**src/rtl/xts_tweak_sequencer_pkg.sv**
```systemverilog
// Shared definitions for the XTS tweak sequencer.
//   BLOCK_W  : tweak/block width, tied to GF(2^128)
//   GF_POLY  : reduction constant for multiply-by-alpha
//   state_t  : sequencer FSM states
//   gf_dbl() : multiply a tweak by alpha (x) in GF(2^128)
package xts_tweak_sequencer_pkg;

  localparam int BLOCK_W = 128;
  localparam logic [BLOCK_W-1:0] GF_POLY = 128'h87;

  typedef enum logic [2:0] {
    ST_IDLE   = 3'd0,
    ST_KEYREQ = 3'd1,
    ST_STREAM = 3'd2,
    ST_SWAP   = 3'd3,
    ST_DONE   = 3'd4
  } state_t;

  // The tweak is treated as a plain 128-bit integer: shift left one bit and
  // fold the carried-out MSB back in with the field polynomial.
  function automatic logic [BLOCK_W-1:0] gf_dbl(input logic [BLOCK_W-1:0] t);
    return {t[BLOCK_W-2:0], 1'b0} ^ (t[BLOCK_W-1] ? GF_POLY : '0);
  endfunction

endpackage

```
**src/rtl/xts_tweak_sequencer_if.sv**
```systemverilog
// Bundle of all command, AES-request and tweak-stream signals of the
// tweak sequencer.
//   master : the sequencer side (drives t0_req/t0_data, the tweak stream and
//            status busy/done/err; receives commands, AES result, tw_ready)
//   slave  : the environment side (mirror directions)
interface xts_tweak_sequencer_if
  import xts_tweak_sequencer_pkg::*;
#(
  parameter int CNT_W = 6
) ();

  // command
  logic               start;
  logic [BLOCK_W-1:0] sector_num;
  logic [CNT_W-1:0]   nblocks;
  logic               partial;
  logic               decrypt;
  logic               abort;
  // AES K2 request
  logic               t0_req;
  logic [BLOCK_W-1:0] t0_data;
  logic               t0_ack;
  logic [BLOCK_W-1:0] t0_result;
  // tweak stream
  logic               tw_valid;
  logic               tw_ready;
  logic [BLOCK_W-1:0] tw_data;
  logic [CNT_W-1:0]   tw_idx;
  logic               tw_last;
  // status
  logic               busy;
  logic               done;
  logic               err;

  modport master (
    input  start, sector_num, nblocks, partial, decrypt, abort,
    input  t0_ack, t0_result, tw_ready,
    output t0_req, t0_data, tw_valid, tw_data, tw_idx, tw_last,
    output busy, done, err
  );

  modport slave (
    output start, sector_num, nblocks, partial, decrypt, abort,
    output t0_ack, t0_result, tw_ready,
    input  t0_req, t0_data, tw_valid, tw_data, tw_idx, tw_last,
    input  busy, done, err
  );

endinterface

```
**src/rtl/xts_tweak_sequencer.sv**
```systemverilog
// XTS tweak sequencer for one data unit.
// Requests T0 = E_K2(sector_num) from the AES core, then streams
// T0, dbl(T0), ... one tweak per accepted block. When decrypting a unit whose
// last block is partial, the final two tweaks are presented swapped
// (T[n-1] at index n-2, then T[n-2] at index n-1).
// Ports:
//   clk  : clock, rising edge
//   rst  : asynchronous active-high reset
//   bus  : xts_tweak_sequencer_if master modport (commands, AES handshake,
//          tweak stream, busy/done/err status)
module xts_tweak_sequencer
  import xts_tweak_sequencer_pkg::*;
#(
  parameter int CNT_W = 6
) (
  input  logic                         clk,
  input  logic                         rst,
  xts_tweak_sequencer_if.master        bus
);

  state_t             state_reg;
  logic [BLOCK_W-1:0] sector_reg;
  logic [BLOCK_W-1:0] cur_reg;      // T[idx] in STREAM; T[n-2] in SWAP
  logic [CNT_W-1:0]   idx_reg;
  logic [CNT_W-1:0]   nblk_reg;
  logic               part_reg;
  logic               dec_reg;
  logic               t0_req_reg;
  logic               tw_valid_reg;
  logic [BLOCK_W-1:0] tw_data_reg;
  logic [CNT_W-1:0]   tw_idx_reg;
  logic               tw_last_reg;
  logic               busy_reg;
  logic               done_reg;
  logic               err_reg;

  logic               swap_en;
  logic [CNT_W-1:0]   last_idx;
  logic [CNT_W-1:0]   swap_idx;
  logic [CNT_W-1:0]   idx_inc;
  logic               accept;
  logic [BLOCK_W-1:0] cur_dbl;
  logic [BLOCK_W-1:0] ack_data;
  logic [BLOCK_W-1:0] next_data;

  assign swap_en  = dec_reg & part_reg;
  assign last_idx = nblk_reg - CNT_W'(1);
  // Only meaningful when swap_en; a partial unit always has nblocks >= 2.
  assign swap_idx = nblk_reg - CNT_W'(2);
  assign idx_inc  = idx_reg + CNT_W'(1);
  assign accept   = tw_valid_reg & bus.tw_ready;
  assign cur_dbl  = gf_dbl(cur_reg);

  // Tweak presented for index 0 straight from the AES result; a two-block
  // decrypt-CTS unit swaps already at index 0.
  assign ack_data  = (swap_en && (swap_idx == '0)) ? gf_dbl(bus.t0_result) : bus.t0_result;
  // Tweak presented for idx+1; at the swap point the look-ahead T[n-1] goes out.
  assign next_data = (swap_en && (idx_inc == swap_idx)) ? gf_dbl(cur_dbl) : cur_dbl;

  always_ff @(posedge clk or posedge rst) begin
    if (rst) begin
      state_reg    <= ST_IDLE;
      sector_reg   <= '0;
      cur_reg      <= '0;
      idx_reg      <= '0;
      nblk_reg     <= '0;
      part_reg     <= 1'b0;
      dec_reg      <= 1'b0;
      t0_req_reg   <= 1'b0;
      tw_valid_reg <= 1'b0;
      tw_data_reg  <= '0;
      tw_idx_reg   <= '0;
      tw_last_reg  <= 1'b0;
      busy_reg     <= 1'b0;
      done_reg     <= 1'b0;
      err_reg      <= 1'b0;
    end else begin
      done_reg <= 1'b0;
      err_reg  <= 1'b0;
      if (bus.abort) begin
        state_reg    <= ST_IDLE;
        t0_req_reg   <= 1'b0;
        tw_valid_reg <= 1'b0;
        tw_last_reg  <= 1'b0;
        busy_reg     <= 1'b0;
      end else begin
        case (state_reg)
          ST_IDLE: begin
            if (bus.start) begin
              if (bus.nblocks == '0) begin
                // Empty unit: complete without touching the AES core.
                sector_reg <= bus.sector_num;
                nblk_reg   <= bus.nblocks;
                part_reg   <= bus.partial;
                dec_reg    <= bus.decrypt;
                done_reg   <= 1'b1;
                state_reg  <= ST_DONE;
              end else if (bus.partial && (bus.nblocks < CNT_W'(2))) begin
                // Ciphertext stealing needs a full block before the partial one.
                err_reg <= 1'b1;
              end else begin
                sector_reg <= bus.sector_num;
                nblk_reg   <= bus.nblocks;
                part_reg   <= bus.partial;
                dec_reg    <= bus.decrypt;
                t0_req_reg <= 1'b1;
                busy_reg   <= 1'b1;
                state_reg  <= ST_KEYREQ;
              end
            end
          end

          ST_KEYREQ: begin
            if (bus.t0_ack) begin
              cur_reg      <= bus.t0_result;
              idx_reg      <= '0;
              tw_data_reg  <= ack_data;
              tw_idx_reg   <= '0;
              tw_last_reg  <= (last_idx == '0);
              tw_valid_reg <= 1'b1;
              t0_req_reg   <= 1'b0;
              state_reg    <= ST_STREAM;
            end
          end

          ST_STREAM: begin
            if (accept) begin
              if (tw_last_reg) begin
                tw_valid_reg <= 1'b0;
                tw_last_reg  <= 1'b0;
                busy_reg     <= 1'b0;
                done_reg     <= 1'b1;
                state_reg    <= ST_DONE;
              end else if (swap_en && (idx_reg == swap_idx)) begin
                // cur still holds T[n-2]; it is the tweak for the final block.
                tw_data_reg <= cur_reg;
                tw_idx_reg  <= last_idx;
                tw_last_reg <= 1'b1;
                state_reg   <= ST_SWAP;
              end else begin
                cur_reg     <= cur_dbl;
                idx_reg     <= idx_inc;
                tw_data_reg <= next_data;
                tw_idx_reg  <= idx_inc;
                tw_last_reg <= (idx_inc == last_idx);
              end
            end
          end

          ST_SWAP: begin
            if (accept) begin
              tw_valid_reg <= 1'b0;
              tw_last_reg  <= 1'b0;
              busy_reg     <= 1'b0;
              done_reg     <= 1'b1;
              state_reg    <= ST_DONE;
            end
          end

          ST_DONE: begin
            state_reg <= ST_IDLE;
          end

          default: begin
            state_reg <= ST_IDLE;
          end
        endcase
      end
    end
  end

  assign bus.t0_req   = t0_req_reg;
  assign bus.t0_data  = sector_reg;
  assign bus.tw_valid = tw_valid_reg;
  assign bus.tw_data  = tw_data_reg;
  assign bus.tw_idx   = tw_idx_reg;
  assign bus.tw_last  = tw_last_reg;
  assign bus.busy     = busy_reg;
  assign bus.done     = done_reg;
  assign bus.err      = err_reg;

endmodule

```
**src/flat_wrapper.sv**
```systemverilog
// flat-port wrapper written by rule: the top's interface ports become plain ports
module xts_tweak_sequencer_flat import xts_tweak_sequencer_pkg::*;
#(
  parameter int CNT_W = 6
)
  (clk, rst, bus_start, bus_sector_num, bus_nblocks, bus_partial, bus_decrypt, bus_abort, bus_t0_ack, bus_t0_result, bus_tw_ready, bus_t0_req, bus_t0_data, bus_tw_valid, bus_tw_data, bus_tw_idx, bus_tw_last, bus_busy, bus_done, bus_err);
  xts_tweak_sequencer_if #(.CNT_W(CNT_W)) bus_i ();
  input  logic clk;
  input  logic rst;
  input wire logic [$bits(bus_i.start)-1:0] bus_start;
  input wire logic [$bits(bus_i.sector_num)-1:0] bus_sector_num;
  input wire logic [$bits(bus_i.nblocks)-1:0] bus_nblocks;
  input wire logic [$bits(bus_i.partial)-1:0] bus_partial;
  input wire logic [$bits(bus_i.decrypt)-1:0] bus_decrypt;
  input wire logic [$bits(bus_i.abort)-1:0] bus_abort;
  input wire logic [$bits(bus_i.t0_ack)-1:0] bus_t0_ack;
  input wire logic [$bits(bus_i.t0_result)-1:0] bus_t0_result;
  input wire logic [$bits(bus_i.tw_ready)-1:0] bus_tw_ready;
  output wire logic [$bits(bus_i.t0_req)-1:0] bus_t0_req;
  output wire logic [$bits(bus_i.t0_data)-1:0] bus_t0_data;
  output wire logic [$bits(bus_i.tw_valid)-1:0] bus_tw_valid;
  output wire logic [$bits(bus_i.tw_data)-1:0] bus_tw_data;
  output wire logic [$bits(bus_i.tw_idx)-1:0] bus_tw_idx;
  output wire logic [$bits(bus_i.tw_last)-1:0] bus_tw_last;
  output wire logic [$bits(bus_i.busy)-1:0] bus_busy;
  output wire logic [$bits(bus_i.done)-1:0] bus_done;
  output wire logic [$bits(bus_i.err)-1:0] bus_err;
  assign bus_i.start = bus_start;
  assign bus_i.sector_num = bus_sector_num;
  assign bus_i.nblocks = bus_nblocks;
  assign bus_i.partial = bus_partial;
  assign bus_i.decrypt = bus_decrypt;
  assign bus_i.abort = bus_abort;
  assign bus_i.t0_ack = bus_t0_ack;
  assign bus_i.t0_result = bus_t0_result;
  assign bus_i.tw_ready = bus_tw_ready;
  assign bus_t0_req = bus_i.t0_req;
  assign bus_t0_data = bus_i.t0_data;
  assign bus_tw_valid = bus_i.tw_valid;
  assign bus_tw_data = bus_i.tw_data;
  assign bus_tw_idx = bus_i.tw_idx;
  assign bus_tw_last = bus_i.tw_last;
  assign bus_busy = bus_i.busy;
  assign bus_done = bus_i.done;
  assign bus_err = bus_i.err;
  xts_tweak_sequencer #(.CNT_W(CNT_W)) u_core (.clk(clk), .rst(rst), .bus(bus_i));
endmodule
```
**config.mk**
```make
export PLATFORM = sky130hd
export DESIGN_NAME = xts_tweak_sequencer_flat
export DESIGN_NICKNAME = d
export VERILOG_FILES = /design/src/rtl/xts_tweak_sequencer_pkg.sv /design/src/rtl/xts_tweak_sequencer_if.sv /design/src/rtl/xts_tweak_sequencer.sv /design/src/flat_wrapper.sv
export SDC_FILE = /design/constraint.sdc
export NUM_CORES = 1
export LEC_CHECK = 0
export ABC_CLOCK_PERIOD_IN_PS = 14300
export CAP_MARGIN = 10
export CORE_AREA = 2 2 297 299
export DETAILED_ROUTE_END_ITERATION = 10
export DIE_AREA = 0 0 299 301
export HOLD_SLACK_MARGIN = 0.08
export PLACE_DENSITY_LB_ADDON = 0.05
export SYNTH_ARGS = -nofsm -noshare
export SYNTH_HDL_FRONTEND = slang
export SYNTH_SLANG_ARGS = --single-unit
```
**constraint.sdc**
```tcl
create_clock -name clk -period 14.3 [get_ports clk]
set_input_delay 2.86 -clock clk [delete_from_list [all_inputs] [get_ports clk]]
set_output_delay 2.86 -clock clk [all_outputs]
set_load 0.03 [all_outputs]
```
# Word-level counts from Yosys, hierarchy flattened

Cells that the tools add are included.

Output and inout port bits: 268
Input bits: 270
Register bits: 413
Word-level logic and storage cells: 139

Order comparisons: 1
Equality and inequality tests: 20
Multiplexer cells: 74
Bitwise logic cells: 6
Add/subtract/negate cells: 3
Reductions and logical operators: 20

Operators with widths:

| kind                                                                         | number |
|---|---|
| 128-bit 2-to-1 mux                                                           | 12 |
| 128-bit one-hot mux with 2 select lines                                      | 2 |
| 128-bit XOR                                                                  | 3 |
| 6-bit 2-to-1 mux                                                             | 9 |
| 1-bit 2-to-1 mux                                                             | 31 |
| 3-bit 2-to-1 mux                                                             | 9 |
| 8-bit 2-to-1 mux                                                             | 3 |
| 6-bit one-hot mux with 2 select lines                                        | 2 |
| 6-bit == test                                                                | 3 |
| 6-bit logical NOT                                                            | 3 |
| 5-bit AND reduction                                                          | 3 |
| 3-bit != test, second input constant                                         | 4 |
| 1-bit one-hot mux with 3 select lines                                        | 4 |
| 3-bit one-hot mux with 4 select lines                                        | 1 |
| 6-bit AND reduction                                                          | 2 |
| 3-bit by 2-bit != test with 1-bit output, second input constant              | 3 |
| 4-bit AND reduction                                                          | 2 |
| 4-bit nonzero test                                                           | 2 |
| 7-bit AND reduction                                                          | 1 |
| 6-bit by 1-bit adder with 6-bit output, second input constant                | 1 |
| 3-bit by 2-bit == test with 1-bit output, second input constant              | 2 |
| 6-bit by 2-bit less-than comparator with 1-bit output, second input constant | 1 |
| 2-bit != test, second input constant                                         | 3 |
| 6-bit by 1-bit subtractor with 6-bit output, second input constant           | 1 |
| 12 further kinds                                                             | 17 |

# Longest topological paths before layout

Word-level depth: 9
Depth in mapped cells: 13
Depth with buffers taken out: 9

# Worst setup path after synthesis

OpenSTA, ideal clock, no wires.

Path kind: input port to flip-flop
Start: input port bus_abort
End: register u_core.sector_reg[10], in the netlist u_core.bus.t0_data[10]
Required time: 14.175 ns
Stages: 7
Library setup time: 0.125 ns
Arrival time: 4.571 ns
Slack: 9.605 ns
Path buffers: 3
Cells stage by stage: clkbuf_1 nor2_1 nand3_1 nor2_1 clkbuf_1 clkbuf_1 mux2_2

Longest elaborated chain between the ends: 2

RTL lines:

| element                              | line                       | RTL |
|---|---|---|
| from (decl)                          | flat_wrapper.sv:15         | `input wire logic [$bits(bus_i.abort)-1:0] bus_abort;` |
| 1-bit NOT (no source line)           | -                          |  |
| 4-bit AND reduction (no source line) | -                          |  |
| to (signal assigned)                 | xts_tweak_sequencer.sv:92  | `sector_reg <= bus.sector_num;` |
| to (signal assigned)                 | xts_tweak_sequencer.sv:102 | `sector_reg <= bus.sector_num;` |
| to (decl)                            | xts_tweak_sequencer.sv:22  | `logic [BLOCK_W-1:0] sector_reg;` |

No other way between the ends.
A chain may end at the register's enable or synchronous reset.

# Worst setup path in the final report

Start: input port bus_abort
End: register u_core.sector_reg[43], in the netlist u_core.bus.t0_data[43]

Same word-level chain as after synthesis.

==> impl_metrics.csv <==
group,metric,value,unit
drt,first_pass_iters,7,
yosys,synthXorXnorAreaFrac,1.53,%
power,power.net_switching,2.75,mW
yosys,netlist.area_leader.share,48.1,%
floorplanning,die_y,301,microns
yosys,yosysWarnings,0,
setup_path,cp.required,14820,ps
yosys,syn_nets,2211,
setup_path,max_stage_delay,780,ps
floorplanning,die_x,299,microns
cts,htreeDepth,2,
job,drv_cap,0,
yosys,syn_avg_cell_area,11.1,sq um
setup_path,critPathMaxFanout,64,
floorplanning,dieArea,90000,sq um
cts,clk_latency,640,ps
yosys,synth_area,21500,sq um
power,ir_drop,0.106,mV
setup_path,crit_path_start_kind,"input port",
sta,period_share,37.8,%
yosys,synthMuxAreaShare,25.9,%
yosys,synth_cell_types,57,
setup_path,timing.rr.start,"u_core.nblk_reg[1]",
setup_path,endpoint_kind,"flip-flop",
cells_and_area,instances_no_fill,3582,
placed_design,place.gp.congestion,0.763,
floorplanning,rows,108,
sta,slew_headroom,32.2,%
cts,postCtsSetupRepairBufs,0,
power,combinationalPowerShare,46.1,%
drt,viasPerCell,4.77,
yosys,synth-simple-area-share,6.76,%
yosys,ys_seq_area_share,48.1,%
power,swShare,41.5,%
yosys,synth_top_family_by_area,"multiplexers",
power,p_int,3.88,mW
drt,drt_iter0_drc,1021,
setup_path,slowest_stage,"buf_4",
sta,setup_tns,0,ps
cts,root_buffer,"clkbuf_16",
yosys,synth_compound_area_share,13.7,%
global_routing,grt_overflow,0,
cells_and_area,fillers,8723,
drt,wl_per_cell,21.3,microns
floorplanning,initial_core_util,24.8,%
drt,drt-total-wl,76.2,mm
yosys,synthTopCellsByArea,"dfrtp_1 48%, mux2_2 17%, mux2i_1 6.0%",
cts,cts_hold_buf,0,
drt,remaining_drc_errors,0,
yosys,synth_edf_count,0,
yosys,ys_seq_elements,413,
sta,period_minus_slack,5400,ps
sta,worstMarginPinSlew,1020,ps
power,leakagePower,13.0,nW
power,p_per_area,223,nW/um^2
setup_path,startpoint,"bus_abort",
setup_path,cp_cell_sequence,"clkdlybuf4s50_1 -> nor2_1 -> nand3_1 -> nor2_4 -> buf_4 -> mux2_2",
cts,cts_tree,"yes",
cells_and_area,finalNetCount,2660,
yosys,synth_top_area_cell,"dfrtp_1",
placed_design,dp_cells,3483,
sta,skew,34.4,ps
drt,dr_total_vias,17089,
yosys,synth_adder_area_share,0.349,%
min_path,hold_path_class,"reg -> reg",
power,clkPwrFrac,21.6,%
yosys,async_flop_share,100,%
placed_design,post-dp-hpwl,52.5,mm
cts,cts_buffers,54,
sta,rsz0062_at_grt,"false",
cells_and_area,drive_above_1_share,18.2,%
sta,setup_viol,0,
global_routing,grt_max_degree,182,
sta,drv_slew,0,
cts,clock_path_buffers,3,
yosys,syn_inst,1935,
global_routing,track_usage,16.6,%
cells_and_area,area_growth,38.4,%
cts,clk_pin_slew,60,ps
floorplanning,io_pins,538,
placed_design,io_buffers,537,
power,p_total,6.63,mW
sta,hold_viol_final,0,
cts,clock_sinks,413,
run_status,status,"finished clean",
power,pwr-share-seq,32.4,%
global_routing,grt_antenna_before_repair,18,
global_routing,grt_pass1_wl,117,mm
min_path,holdCritStartpoint,"u_core.bus.tw_data[66]",
drt,ant_nets,0,
cts,cts_resized,0,
setup_path,worstPathArrival,5920,ps
floorplanning,coreArea,86500,sq um
yosys,ys.flop_type,"dfrtp_1",
global_routing,grt_pass1_vias,17795,
setup_path,path_class,"in -> reg",
sta,fmax,185,MHz
-- final cells by class --
cell class / instances / area, sq um / share of cell area, %
clock buffers: 86 / 1650 / 5.55
clock inverters: 10 / 228 / 0.766
well taps: 1155 / 1450 / 4.86
repair buffers: 560 / 5600 / 18.8
multi-input cells: 1345 / 10400 / 35.1
inverters: 10 / 41.3 / 0.139
diodes: 3 / 7.51 / 0.0252
flip-flops and latches: 413 / 10300 / 34.8
-- through the flow --
stage / instance area (sq um) / hold WS [ps] / setup slack, ps / util [%]
after floorplan: 21500 / 481 / 5870 / -
after global placement: 27900 / 465 / 8280 / 32.2
after detailed placement: 27900 / 474 / 8210 / 32.2
after CTS: 29700 / 487 / 8910 / 34.4
after global routing: 29700 / 504 / 8630 / 34.4
final: 29700 / 478 / 8900 / 34.4
-- kinds of logic (layout without fill, tap and decap cells) --
logic type      after synthesis  in the layout
mux                         509            509
compound gates              442            442
other cells                   0              3
buf+inv                     177            666
flops                       413            413
xor+xnor                     36             36
fa+ha+maj                     6              6
simple gates                352            352
-- worst max-delay path: cells and delay by family --
| family | cells | cell delay (ps) |
|---|---|---|
| buffers and inverters | 2 | 1390 |
| and+or+nand+nor | 3 | 1170 |
| muxes | 1 | 410 |
-- power groups by stage --
stage,sequential (mW),clock [mW],combinational [mW]
final,2.14,1.43,3.05
after global routing,2.23,1.54,3.29
after CTS,2.15,1.49,3.11
after detailed placement,2.16,0,3.10
after global placement,2.15,0,3.09
after floorplan,2.74,0,1.23
-- routing by layer --
layer	GRT usage (%)	share of wire [%]	vias up
met5	0	0.22	-
met4	4.01	2.0	30
met3	5.26	7.1	112
met2	28.6	50	379
met1	20.0	41	8497
li1	-	-	8071
-- Yosys cell counts, drive strengths merged (2+ instances only) --
| cell | instances |
|---|---|
| inv | 10 |
| nor2 | 24 |
| a221oi | 4 |
| o21ai | 277 |
| a32oi | 2 |
| o31ai | 2 |
| nor3 | 10 |
| xor2 | 13 |
| nor4 | 5 |
| a21o | 2 |
| dfrtp | 413 |
| nand2b | 4 |
| o22ai | 5 |
| and3 | 2 |
| nor2b | 2 |
| nand3 | 10 |
| xnor2 | 22 |
| a21oi | 8 |
| mux2i | 128 |
| mux2 | 381 |
| nor3b | 2 |
| buf | 59 |
| nand2 | 282 |
| nand3b | 3 |
| a222oi | 123 |
| or2 | 2 |
| clkbuf | 108 |
| ha | 6 |
| o211ai | 3 |
| a32o | 4 |
| a22o | 2 |
-- worst paths after layout --
kind	slack, ps	depth (start not counted)	to
worst min-delay path	480	2	u_core.bus.tw_data[66]
worst max register to register	9970	9	u_core.bus.tw_data[53]
min in group asynchronous	2690	2	u_core.bus.tw_data[34]
max in group asynchronous	9150	5	u_core.bus.t0_data[86]
worst min register to register	480	2	u_core.bus.tw_data[66]
worst max-delay path	8900	6	u_core.bus.t0_data[43]
-- layout by cell type (no fill, tap or decap), drive strengths merged, types with 3 or more instances in the layout --
master | Yosys | layout
nor4 | 5 | 5
o22ai | 5 | 5
xnor2 | 22 | 22
nor3 | 10 | 10
a221oi | 4 | 4
nand2 | 282 | 282
inv | 10 | 9
o211ai | 3 | 3
dfrtp | 413 | 413
buf | 59 | 23
nand3b | 3 | 3
a21oi | 8 | 8
a32o | 4 | 4
nand2b | 4 | 4
mux2 | 381 | 381
clkdlybuf4s50 | 0 | 537
diode | 0 | 3
bufinv | 0 | 4
clkbuf | 108 | 86
nand3 | 10 | 10
o21ai | 277 | 277
xor2 | 13 | 13
mux2i | 128 | 128
clkinv | 0 | 5
ha | 6 | 6
nor2 | 24 | 24
a222oi | 123 | 123
Note: power is estimated with default switching activity, not from simulation.
==> RTL change (config.mk and constraints unchanged) <==
`CNT_W` is set to 6 in 3 places; all go to 8.
--- a/src/rtl/xts_tweak_sequencer_if.sv
+++ b/src/rtl/xts_tweak_sequencer_if.sv
@@ -8,3 +8,3 @@
 #(
-  parameter int CNT_W = 6
+  parameter int CNT_W = 8
 ) ();
--- a/src/rtl/xts_tweak_sequencer.sv
+++ b/src/rtl/xts_tweak_sequencer.sv
@@ -13,3 +13,3 @@
 #(
-  parameter int CNT_W = 6
+  parameter int CNT_W = 8
 ) (
--- a/src/flat_wrapper.sv
+++ b/src/flat_wrapper.sv
@@ -3,3 +3,3 @@
 #(
-  parameter int CNT_W = 6
+  parameter int CNT_W = 8
 )
Ports: changed (resized bus_nblocks and bus_tw_idx); port bits go from 538 to 542. The function was not compared with the original's and may differ.
==> RTL change against the original RTL <==
Setup slack got worse by 0.77 ns; critical path depth up 1; power fell by 5.3%; sequential cell count is 6 higher; routed wire length rose by 17%; hold slack about the same; sequential share of layout area is 0.076 points lower; final area up 1.7%; area after synthesis increased by 3.6%; register-to-register slack lost 0.19 ns; critical endpoint is now u_core.bus.t0_data[62]; largest cell class unchanged.
==> RTL change: results (changes against the original RTL) <==
* Sw frac at 41.88% (+0.43 points)
* Cell chosen for the clock root: clkbuf_16
* Met3 WL at 6.933 mm (+28%)
* Max clock buf depth at 3 (unchanged)
* Post-synthesis sequential area ratio at 47.09% (-1.0 points)
* Cts repair resizes at 0 (unchanged)
* Worst r2r dst: u_core.bus.tw_data[61]
* CTS H-tree lvls at 2 (unchanged)
* Worst skew pair latency at 0.62 ns (-0.02 ns)
* Synth cell count leaders: 419 x dfrtp_1, 292 x nand2_1, 167 x clkbuf_1
* Leak at 10.94 nW (-16%)
* Yosys cell types at 55 (-3.5%)
* Cells after DPL at 3810 (+9.4%)
* Max VDD drop at 0.1042 mV (-2.2%)
* Largest cells by area after synthesis: dfrtp_1 47%, mux2_2 6.8%, mux2i_1 5.7%
* Iteration-0 DRC Markers at 1340 (+31%)
* GP Congestion at 0.7870 (+3.1%)
* Highest Signal Layer: met5
* Critical path launch point: bus_abort
* Reg2reg start: u_core.nblk_reg[1]
* Largest net degree at the start of global routing at 195 (+7.1%)
* DRT Wirelength at 89.25 mm (+17%)
* Worst Hold Class: flip-flop to flip-flop
* Post-route clock skew at 0.01719 ns (-0.01722 ns)
* Slowest CP cell: buf_4
* Max-Slew Margin vs Limit at 24.20% (-8.0 points)
* Flop2flop setup slack at 9.78 ns (-0.19 ns)
* CP peak stage delay at 0.75 ns (-0.03 ns)
* Port-buffer cells at 541 (+0.74%)
* Share of cells above drive strength 1 at 9.451% (-8.7 points)
* Met2 routed WL at 42.22 mm (+11%)
* TritonCTS Buffers at 55 (+1.9%)
* Worst Reg2Reg Path Length in Cells at 10 (+1)
* Setup bufs post-CTS at 0 (unchanged)
* Routed met1 length at 38.02 mm (+23%)
* Vias at 20750 (+21%)
* Min Hold Slack at 0.4774 ns (-0.0002680 ns)
* Syn Inst Count at 2319 (+20%)
* Warning count from the yosys run at 0 (unchanged)
* Clock Pin Slew Worst Setup and Hold Paths at 0.06 ns (about the same)
* Async S/R FF share, synth at 100.0% (unchanged)
* CP arrival at 6.67 ns (+0.75 ns)
* Mapped Nets at 2597 (+17%)
* Antenna violations before repair at 12 (-6)
* First-pass GRT wire length at 137.9 mm (+18%)
* 1st-pass router iterations at 5 (-2)
* HPWL Detailed at 57.96 mm (+10%)
* Layout Cells excl Fill at 3907 (+9.1%)
* Nets at 2991 (+12%)
* CP endpoint: u_core.bus.t0_data[62]
* DP Area at 28460 µm² (+2.2%)
* Crit path max fanout at 65 (+1.6%)
* Status: complete, no violations
* GRT Total Usage at 19.35% (+2.8 points)
==> RTL change: logic make-up (layout without fill, tap and decap cells) <==
kind of cell,after synthesis,after routing,share of synthesized area (%)
other cells,0,1,0
xor+xnor,36,36,1.478
compound gates,718,718,21.79
mux,261,261,12.49
buf+inv,238,670,4.518
fa+ha+maj,7,7,0.3821
flops,419,419,47.09
simple gates,640,640,12.25
==> RTL change: metal layers <==
metal,vias to the layer above,global-route usage [%]
met5,-,0
met4,20,4.845
met3,130,5.801
met2,725,31.87
met1,10450,24.75
li1,9428,-
==> RTL change: worst min-delay path by stage <==
stage                               startpoint              endpoint  cells past startpoint
after floorplan              u_core.cur_reg[2]     u_core.cur_reg[2]                      2
after global placement    u_core.bus.tw_idx[0]  u_core.bus.tw_idx[0]                      2
after detailed placement  u_core.bus.tw_idx[0]  u_core.bus.tw_idx[0]                      2
after CTS                 u_core.bus.tw_idx[0]  u_core.bus.tw_idx[0]                      2
after global routing      u_core.bus.tw_idx[0]  u_core.bus.tw_idx[0]                      2
final                     u_core.bus.tw_idx[0]  u_core.bus.tw_idx[0]                      2
==> RTL change: area by class of cell <==
cell class	count	area, µm²
antenna	1	2.502
clock buffer	87	1668
clock inverter	8	83.83
fill	8828	56250
inverter	5	22.52
multi-input combinational	1662	10830
sequential	419	10490
tap	1155	1445
timing repair buffer	570	5695
==> RTL change: power by group through the flow <==
stage	registers (mW)	clock network (mW)	logic, mW
5_1_grt	2.21	1.48	2.98
3_5_place_dp	2.14	0	2.80
2_1_floorplan	2.64	0	1.07
6_report	2.13	1.37	2.77
4_1_cts	2.13	1.43	2.81
3_3_place_gp	2.13	0	2.80
==> RTL change: per-stage QoR <==
step	setup slack (ns)	utilization, %
detailed placement	7.089	32.91
global placement	7.117	32.91
CTS	7.777	34.93
floorplan	5.788	-
finish	8.121	34.96
global route	7.815	34.96
==> RTL change: worst max-delay path, delay by kind of cell <==
family | cells | cell delay, ns
simple gates | 3 | 1.11
buf+inv | 3 | 2.14
mux | 1 | 0.41
